## config.mk

```make
export PLATFORM = sky130hd
export DESIGN_NAME = sitcp_tx_merger
export DESIGN_NICKNAME = d
export VERILOG_FILES = /design/src/rtl/sitcp_tx_merger.sv
export SDC_FILE = /design/constraint.sdc
export NUM_CORES = 1
export LEC_CHECK = 0
export BUFFER_PORTS_ARGS = -buffer_cell sky130_fd_sc_hd__buf_2
export CELL_PAD_IN_SITES_DETAIL_PLACEMENT = 0
export CELL_PAD_IN_SITES_GLOBAL_PLACEMENT = 1
export CORE_UTILIZATION = 26
export CTS_CLUSTER_SIZE = 14
export DETAILED_ROUTE_END_ITERATION = 16
export GPL_ROUTABILITY_DRIVEN = 0
export PLACE_DENSITY = 0.64
export SLEW_MARGIN = 20
export SYNTH_ARGS = -nofsm -noshare
export SYNTH_HDL_FRONTEND = slang
export SYNTH_SLANG_ARGS = --single-unit
```

## constraint.sdc

```tcl
create_clock -name CLK -period 5.6 [get_ports CLK]
set_input_delay 1.12 -clock CLK [delete_from_list [all_inputs] [get_ports CLK]]
set_output_delay 1.12 -clock CLK [all_outputs]
set_load 0.01 [all_outputs]
```

## src/rtl/sitcp_tx_merger.sv

```systemverilog
// Round-robin framer merging NCH user byte streams onto the SiTCP TX byte interface.
// Frame layout: SYNC_BYTE, channel id, payload, 16-bit payload length (MSB first).
module sitcp_tx_merger #(
  parameter int         NCH       = 4,
  parameter logic [7:0] SYNC_BYTE = 8'hA5,
  parameter int         CNT_W     = 16
) (
  input  logic             CLK,
  input  logic             RSTn,
  input  logic             OPEN,
  input  logic [NCH-1:0]   CH_EN,
  input  logic [NCH-1:0]   CH_VALID,
  input  logic [NCH*8-1:0] CH_DATA,
  input  logic [NCH-1:0]   CH_LAST,
  output logic [NCH-1:0]   CH_READY,
  input  logic             TX_FULL,
  output logic             TX_WR,
  output logic [7:0]       TX_DATA,
  output logic             BUSY,
  output logic [3:0]       GRANT_ID,
  output logic [CNT_W-1:0] ABORT_CNT
);

  typedef enum logic [2:0] {
    S_IDLE, S_HSYNC, S_HID, S_PAY, S_TLH, S_TLL, S_FLUSH
  } state_t;

  state_t           r_state, w_state_nxt;
  logic [3:0]       r_grant, r_ptr;
  logic [15:0]      r_len, w_len_nxt;
  logic             r_tx_wr;
  logic [7:0]       r_tx_data;
  logic [CNT_W-1:0] r_abort;

  logic [NCH-1:0]   w_elig, w_grant_oh;
  logic [3:0]       w_sel_hi, w_sel_lo, w_sel, w_ptr_nxt;
  logic             w_found_hi, w_found_any;
  logic             w_g_valid, w_g_last;
  logic [7:0]       w_g_data;
  logic             w_emit, w_grant_load, w_abort_inc, w_ready_en;
  logic [7:0]       w_emit_byte;

  assign w_elig = CH_EN & CH_VALID;

  // Lowest eligible index at or above the pointer wins; otherwise wrap to the lowest overall.
  always_comb begin : p_select
    w_found_hi  = 1'b0;
    w_found_any = 1'b0;
    w_sel_hi    = 4'h0;
    w_sel_lo    = 4'h0;
    for (int i = NCH - 1; i >= 0; i--) begin
      if (w_elig[i]) begin
        w_found_any = 1'b1;
        w_sel_lo    = 4'(i);
        if (4'(i) >= r_ptr) begin
          w_found_hi = 1'b1;
          w_sel_hi   = 4'(i);
        end
      end
    end
    w_sel     = w_found_hi ? w_sel_hi : w_sel_lo;
    w_ptr_nxt = (w_sel == 4'(NCH - 1)) ? 4'h0 : w_sel + 4'h1;
  end

  always_comb begin : p_grant_mux
    w_grant_oh = '0;
    w_g_valid  = 1'b0;
    w_g_last   = 1'b0;
    w_g_data   = 8'h00;
    for (int i = 0; i < NCH; i++) begin
      if (r_grant == 4'(i)) begin
        w_grant_oh[i] = 1'b1;
        w_g_valid     = CH_VALID[i];
        w_g_last      = CH_LAST[i];
        w_g_data      = CH_DATA[8*i +: 8];
      end
    end
  end

  always_comb begin : p_fsm
    // NOTE: every output of this block is defaulted first so no path can infer a latch.
    w_state_nxt  = r_state;
    w_emit       = 1'b0;
    w_emit_byte  = 8'h00;
    w_len_nxt    = r_len;
    w_grant_load = 1'b0;
    w_abort_inc  = 1'b0;
    w_ready_en   = 1'b0;
    case (r_state)
      S_IDLE: begin
        if (OPEN && w_found_any) begin
          w_grant_load = 1'b1;
          w_len_nxt    = 16'h0000;
          w_state_nxt  = S_HSYNC;
        end
      end
      S_HSYNC: begin
        if (!OPEN) begin
          w_abort_inc = 1'b1;
          w_state_nxt = S_IDLE;
        end else if (!TX_FULL) begin
          w_emit      = 1'b1;
          w_emit_byte = SYNC_BYTE;
          w_state_nxt = S_HID;
        end
      end
      S_HID: begin
        if (!OPEN) begin
          w_abort_inc = 1'b1;
          w_state_nxt = S_IDLE;
        end else if (!TX_FULL) begin
          w_emit      = 1'b1;
          w_emit_byte = {4'h0, r_grant};
          w_state_nxt = S_PAY;
        end
      end
      S_PAY: begin
        if (!OPEN) begin
          w_abort_inc = 1'b1;
          w_state_nxt = S_FLUSH;
        end else if (!TX_FULL) begin
          w_ready_en = 1'b1;
          if (w_g_valid) begin
            w_emit      = 1'b1;
            w_emit_byte = w_g_data;
            w_len_nxt   = r_len + 16'd1;
            if (w_g_last) w_state_nxt = S_TLH;
          end
        end
      end
      S_TLH: begin
        if (!OPEN) begin
          w_abort_inc = 1'b1;
          w_state_nxt = S_IDLE;
        end else if (!TX_FULL) begin
          w_emit      = 1'b1;
          w_emit_byte = r_len[15:8];
          w_state_nxt = S_TLL;
        end
      end
      S_TLL: begin
        if (!OPEN) begin
          w_abort_inc = 1'b1;
          w_state_nxt = S_IDLE;
        end else if (!TX_FULL) begin
          w_emit      = 1'b1;
          w_emit_byte = r_len[7:0];
          w_state_nxt = S_IDLE;
        end
      end
      S_FLUSH: begin
        // The rest of a cut packet is drained without emission so the source realigns.
        w_ready_en = 1'b1;
        if (w_g_valid && w_g_last) w_state_nxt = S_IDLE;
      end
      default: w_state_nxt = S_IDLE;
    endcase
  end

  // NOTE: state uses non-blocking assignments so every register samples pre-edge values.
  always_ff @(posedge CLK or negedge RSTn) begin
    if (!RSTn) begin
      r_state   <= S_IDLE;
      r_grant   <= 4'h0;
      r_ptr     <= 4'h0;
      r_len     <= 16'h0000;
      r_tx_wr   <= 1'b0;
      r_tx_data <= 8'h00;
      r_abort   <= '0;
    end else begin
      r_state <= w_state_nxt;
      r_len   <= w_len_nxt;
      r_tx_wr <= w_emit;
      if (w_emit) r_tx_data <= w_emit_byte;
      if (w_grant_load) begin
        r_grant <= w_sel;
        r_ptr   <= w_ptr_nxt;
      end
      if (w_abort_inc && (r_abort != '1)) r_abort <= r_abort + CNT_W'(1);
    end
  end

  assign CH_READY  = w_ready_en ? w_grant_oh : '0;
  assign TX_WR     = r_tx_wr;
  assign TX_DATA   = r_tx_data;
  assign BUSY      = (r_state != S_IDLE);
  assign GRANT_ID  = r_grant;
  assign ABORT_CNT = r_abort;

endmodule

```

# Word-level counts from Yosys, hierarchy flattened
# Cells that the tools add are included.
dict set report totals {
  inputBits 48
  wordCells 135
  out_inout_bits 34
  reg_bits 52
}
dict set report classes {
  n_addsub 3
  muxes 86
  n_reduce_logical 11
  order_cmp 4
  bitwise 1
  eq_ne 23
}
# cell count
set op_table {}
lappend op_table {{8-bit two-way mux} 13}
lappend op_table {{16-bit two-way mux} 4}
lappend op_table {{4-bit two-way mux} 15}
lappend op_table {{3-bit two-way mux} 14}
lappend op_table {{8-bit case mux with 5 select lines} 1}
lappend op_table {{1-bit two-way mux} 33}
lappend op_table {{16-bit by 1-bit adder with 16-bit output, second input constant} 2}
lappend op_table {{16-bit case mux with 2 select lines} 1}
lappend op_table {{3-bit inequality test, second input constant} 7}
lappend op_table {{3-bit case mux with 7 select lines} 1}
lappend op_table {{16-bit inequality test, second input constant} 1}
lappend op_table {{4-bit by 2-bit == test with 1-bit output, second input constant} 3}
lappend op_table {{2-bit inequality test, second input constant} 5}
lappend op_table {{3-bit == test, second input constant} 3}
lappend op_table {{9-bit AND reduction} 1}
lappend op_table {{1-bit by 4-bit greater-or-equal comparator with 1-bit output, first input constant} 2}
lappend op_table {{2-bit by 4-bit greater-or-equal comparator with 1-bit output, first input constant} 2}
lappend op_table {{3-bit by 2-bit == test with 1-bit output, second input constant} 2}
lappend op_table {{5-bit AND reduction} 1}
lappend op_table {{5-bit OR reduction} 1}
lappend op_table {{4-bit by 1-bit adder with 4-bit output, second input constant} 1}
lappend op_table {{4-bit AND} 1}
lappend op_table {{4-bit by 1-bit == test with 1-bit output, second input constant} 1}
lappend op_table {{4-bit zero test} 1}
lappend op_table {{other kinds (8)} 12}

# Longest topological paths before layout
dict set report logic_depth {
  ltp_word 12
  ltp_mapped 7
  depth_no_buf 7
}

# Least setup slack after synthesis
# Ideal clock, no wire load.
dict set report synth_timing {
  kind {in2out}
  startpoint {in TX_FULL}
  endpoint {out CH_READY[0]}
  required_time_ps 4480
  stages 3
  path_buffers 0
  slack_ps 2508
  arrival_ps 1972
  path_cell_list {and4bb_2 > o21a_1 > nor3b_1}
}
dict set report synth_between {
  elab_chain_cells 4
}
# item line
set synth_lines {}
lappend synth_lines {{start: declaration} 16} ;# input logic TX_FULL,
lappend synth_lines {{1-bit two-way mux} 121} ;# end else if (!TX_FULL) begin
lappend synth_lines {{1-bit two-way mux} -}
lappend synth_lines {{1-bit case mux with 2 select lines} 89} ;# case (r_state)
lappend synth_lines {{4-bit two-way mux} 183} ;# assign CH_READY = w_ready_en ? w_grant_oh : '0;
lappend synth_lines {{end: declaration} 15} ;# output logic [NCH-1:0] CH_READY,
# No other way between the ends.

# Worst setup path after layout
dict set report layout_timing {
  startpoint {in OPEN}
  endpoint {out CH_READY[0]}
}
dict set report layout_between {
  elab_chain_cells 3
}
# item line
set layout_lines {}
lappend layout_lines {{start: declaration} 10} ;# input logic OPEN,
lappend layout_lines {{1-bit two-way mux} -}
lappend layout_lines {{1-bit case mux with 2 select lines} 89}
lappend layout_lines {{4-bit two-way mux} 183}
# No other way between the ends.

==> results.py <==
metrics = {
    "setup_path": {
        "arrival_ns": 2.29,
        "cpMostUsedCell": "buf_2",
        "path_max_fanout": 12,
        "crit_type": "in -> out",
        "critPathLaunchType": "input port",
        "path_cells": "buf_2, and4bb_2, o21a_1, nor3b_1, buf_2",
        "crit_path_end_kind": "output port",
        "cp.required_ns": 4.48,
        "critical_path.max_stage_delay_ns": 0.35,
        "crit_slowest_cell": "and4bb_2",
    },
    "floorplanning": {
        "initial_core_util_pct": 26.94,
        "die_area_mm2": 0.01181,
        "coreArea_mm2": 0.01098,
        "io_pins": 82,
        "rows": 38,
        "die_x_um": 108.7,
        "die_y_um": 108.7,
    },
    "place": {
        "place_area_mm2": 0.003465,
        "preCtsSetupSlack_ns": 2.169,
        "dpl.hpwl_um": 5772,
        "io_buffers": 79,
    },
    "timing": {
        "setup_slack_ns": 2.186,
        "setup-tns-final_ns": 0,
        "clock_skew_ns": 0.004530,
        "rsz0062_at_grt": "false",
        "worstMarginPinSlew_ns": 0.8379,
        "drv_slew": 0,
        "slew_headroom_pct": 44.14,
        "setup_violations": 0,
        "fmax_mhz": 292.9,
        "hold_viol": 0,
        "timing.final.crit_share_pct": 60.96,
        "period_needed_ns": 3.414,
    },
    "synthesis": {
        "yosys_warnings": 0,
        "seq_area_frac_synth_pct": 40.59,
        "yosysUniqueCellTypes": 54,
        "synthArstFlopShare_pct": 100.0,
        "ys_ff_latch": 48,
        "syn_inst": 300,
        "syn_area_mm2": 0.002959,
        "synth_edf_count": 0,
        "avgSynthCellArea_um2": 9.864,
        "ys.flop_type": "dfrtp_1",
    },
    "route": {
        "wl_um": 7833,
        "dr.pass1.iters": 4,
        "vias": 2632,
        "drtAntennaViolNets": 0,
        "drtIter0Drc": 117,
        "wl_per_cell_um": 15.30,
        "vias_per_cell": 5.141,
        "route.detailed.drc": 0,
    },
    "global_route": {
        "grt-ovfl-total": 0,
        "grt_use_total_pct": 13.67,
        "antenna_found_initial": 0,
        "grt_max_degree": 49,
        "grt_pass1_vias": 2386,
        "grt_pass1_wl_um": 12500,
    },
    "power_and_ir_drop": {
        "internal_power_mw": 0.8443,
        "p_sw_share_pct": 38.83,
        "clockPowerShare_pct": 22.1,
        "leakagePower_nw": 1.684,
        "p_comb_share_pct": 37.4,
        "power_density_mw_per_mm2": 382.0,
        "p_seq_share_pct": 40.5,
        "power_switching_mw": 0.5359,
        "vdd_drop_max_mv": 0.1839,
    },
    "clocking": {
        "cts_root_buffer": "clkbuf_16",
        "post-cts-setup-buffers": 0,
        "clk_latency_ns": 0.29,
        "hold_buffers": 0,
        "clk_pin_slew_ns": 0.07,
        "htreeDepth": 2,
        "cts.repair.resized": 0,
        "clk_path_buf_depth": 2,
        "numCtsBuffers": 5,
        "cts_sinks": 48,
        "cts_tree": "built",
    },
    "layout": {
        "final_common_cell": "buf_2",
        "diodes": 0,
        "multi_input_area_mm2": 0.001652,
        "layout-drive-gt1-share_pct": 29.84,
        "seq_area_mm2": 0.001201,
        "nets": 422,
        "design_area_mm2": 0.003613,
        "layout_common_cells": "buf_2 (79), dfrtp_1 (48), nand2_1 (34)",
        "area_growth_pct": 22.11,
        "num-fill-cells": 1123,
    },
    "min_path": {
        "min-delay-path-class": "reg -> reg",
    },
    "run": {
        "drv_cap": 0,
    },
    "status": {
        "run_status": "complete, no violations",
    },
}
-- critical path: cells and delay by family --
family	cells	cell delay (ns)
compound gates	1	0.23
buf+inv	2	0.36
simple gates	2	0.57
-- flip-flops by register name, summed over array words and instances, names as in the netlist --
register / cells
ABORT_CNT: 16
GRANT_ID: 2
TX_DATA: 8
TX_WR: 1
r_len: 16
r_ptr: 2
r_state: 3
-- cell usage after synthesis, drive strengths merged, types with 2 or more instances --
cell | n | area [um2]
nor2 | 18 | 67.56
nand3b | 3 | 22.52
nand2 | 34 | 127.6
or3 | 6 | 37.54
nor3b | 2 | 15.01
mux2i | 4 | 40.04
nand2b | 5 | 31.28
a221o | 6 | 60.06
mux4 | 10 | 225.2
nor2b | 2 | 12.51
mux2 | 5 | 60.05
clkbuf | 13 | 50.04
o21ai | 11 | 55.05
inv | 5 | 18.77
or4 | 5 | 37.54
xnor2 | 2 | 17.52
nor4b | 2 | 17.52
a21o | 3 | 22.52
xor2 | 14 | 122.6
o211ai | 4 | 30.03
a31oi | 3 | 18.77
and3 | 5 | 31.28
nor3 | 5 | 25.02
ha | 3 | 37.54
nand3 | 15 | 80.08
buf | 6 | 41.28
dfrtp | 48 | 1201
and4 | 5 | 43.79
and2 | 3 | 18.77
nand4 | 9 | 56.30
nor4 | 11 | 83.83
a21oi | 15 | 78.83
o31ai | 4 | 30.03
-- kinds of logic after synthesis --
logic type,count (synthesis),synth area share (%)
multiplexers,19,10.99
XOR/XNOR,16,4.736
AO/OA/AOI/OAI,57,13.91
other,1,0.1267
adder cells (fa/ha/maj),3,1.269
flip-flops,48,40.59
AND/OR/NAND/NOR,132,24.65
buffers and inverters,24,3.720
-- power groups by stage --
| stage | Clock, mW | Combinational, mW | Sequential [mW] |
|---|---|---|---|
| after floorplan | 0 | 0.409 | 0.500 |
| after global placement | 0 | 0.514 | 0.563 |
| after detailed placement | 0 | 0.521 | 0.566 |
| after CTS | 0.313 | 0.524 | 0.560 |
| after global routing | 0.323 | 0.568 | 0.576 |
| final | 0.305 | 0.516 | 0.559 |
-- path summary, 6_finish.rpt --
kind | from | slack (ns) | to | cells past startpoint
min in group asynchronous | RSTn | 0.93 | ABORT_CNT[7] | 2
max in group asynchronous | RSTn | 4.25 | r_len[6] | 2
worst min register to register | TX_DATA[1] | 0.49 | TX_DATA[1] | 2
worst max register to register | GRANT_ID[1] | 2.99 | r_len[15] | 4
worst max-delay path | OPEN | 2.19 | CH_READY[0] | 5
worst min-delay path | TX_DATA[1] | 0.49 | TX_DATA[1] | 2
-- through the flow --
stage	util (%)	total power, mW	std cells	hold slack, ns
after floorplan	-	0.9088	301	0.4744
after global placement	31.54	1.077	504	0.4794
after detailed placement	31.54	1.087	504	0.4847
after CTS	32.90	1.397	512	0.4997
after global routing	32.90	1.467	512	0.5216
final	32.90	1.380	512	0.4898
-- per-layer routing --
metal | vias up | track usage, % | wire length, um
li1 | 1270 | - | -
met2 | 66 | 21.97 | 3671
met1 | 1290 | 19.07 | 3733
met4 | 0 | 3.764 | 89
met3 | 6 | 2.032 | 338
met5 | - | 0 | 0
-- layout make-up --
cell class	count	area share, %
clock buffer	6	3.843
tap	140	4.848
inverter	5	0.5194
multi-input combinational	229	45.71
timing repair buffer	82	11.57
sequential	48	33.24
clock inverter	2	0.2770
(Power assumes the default switching activity.)
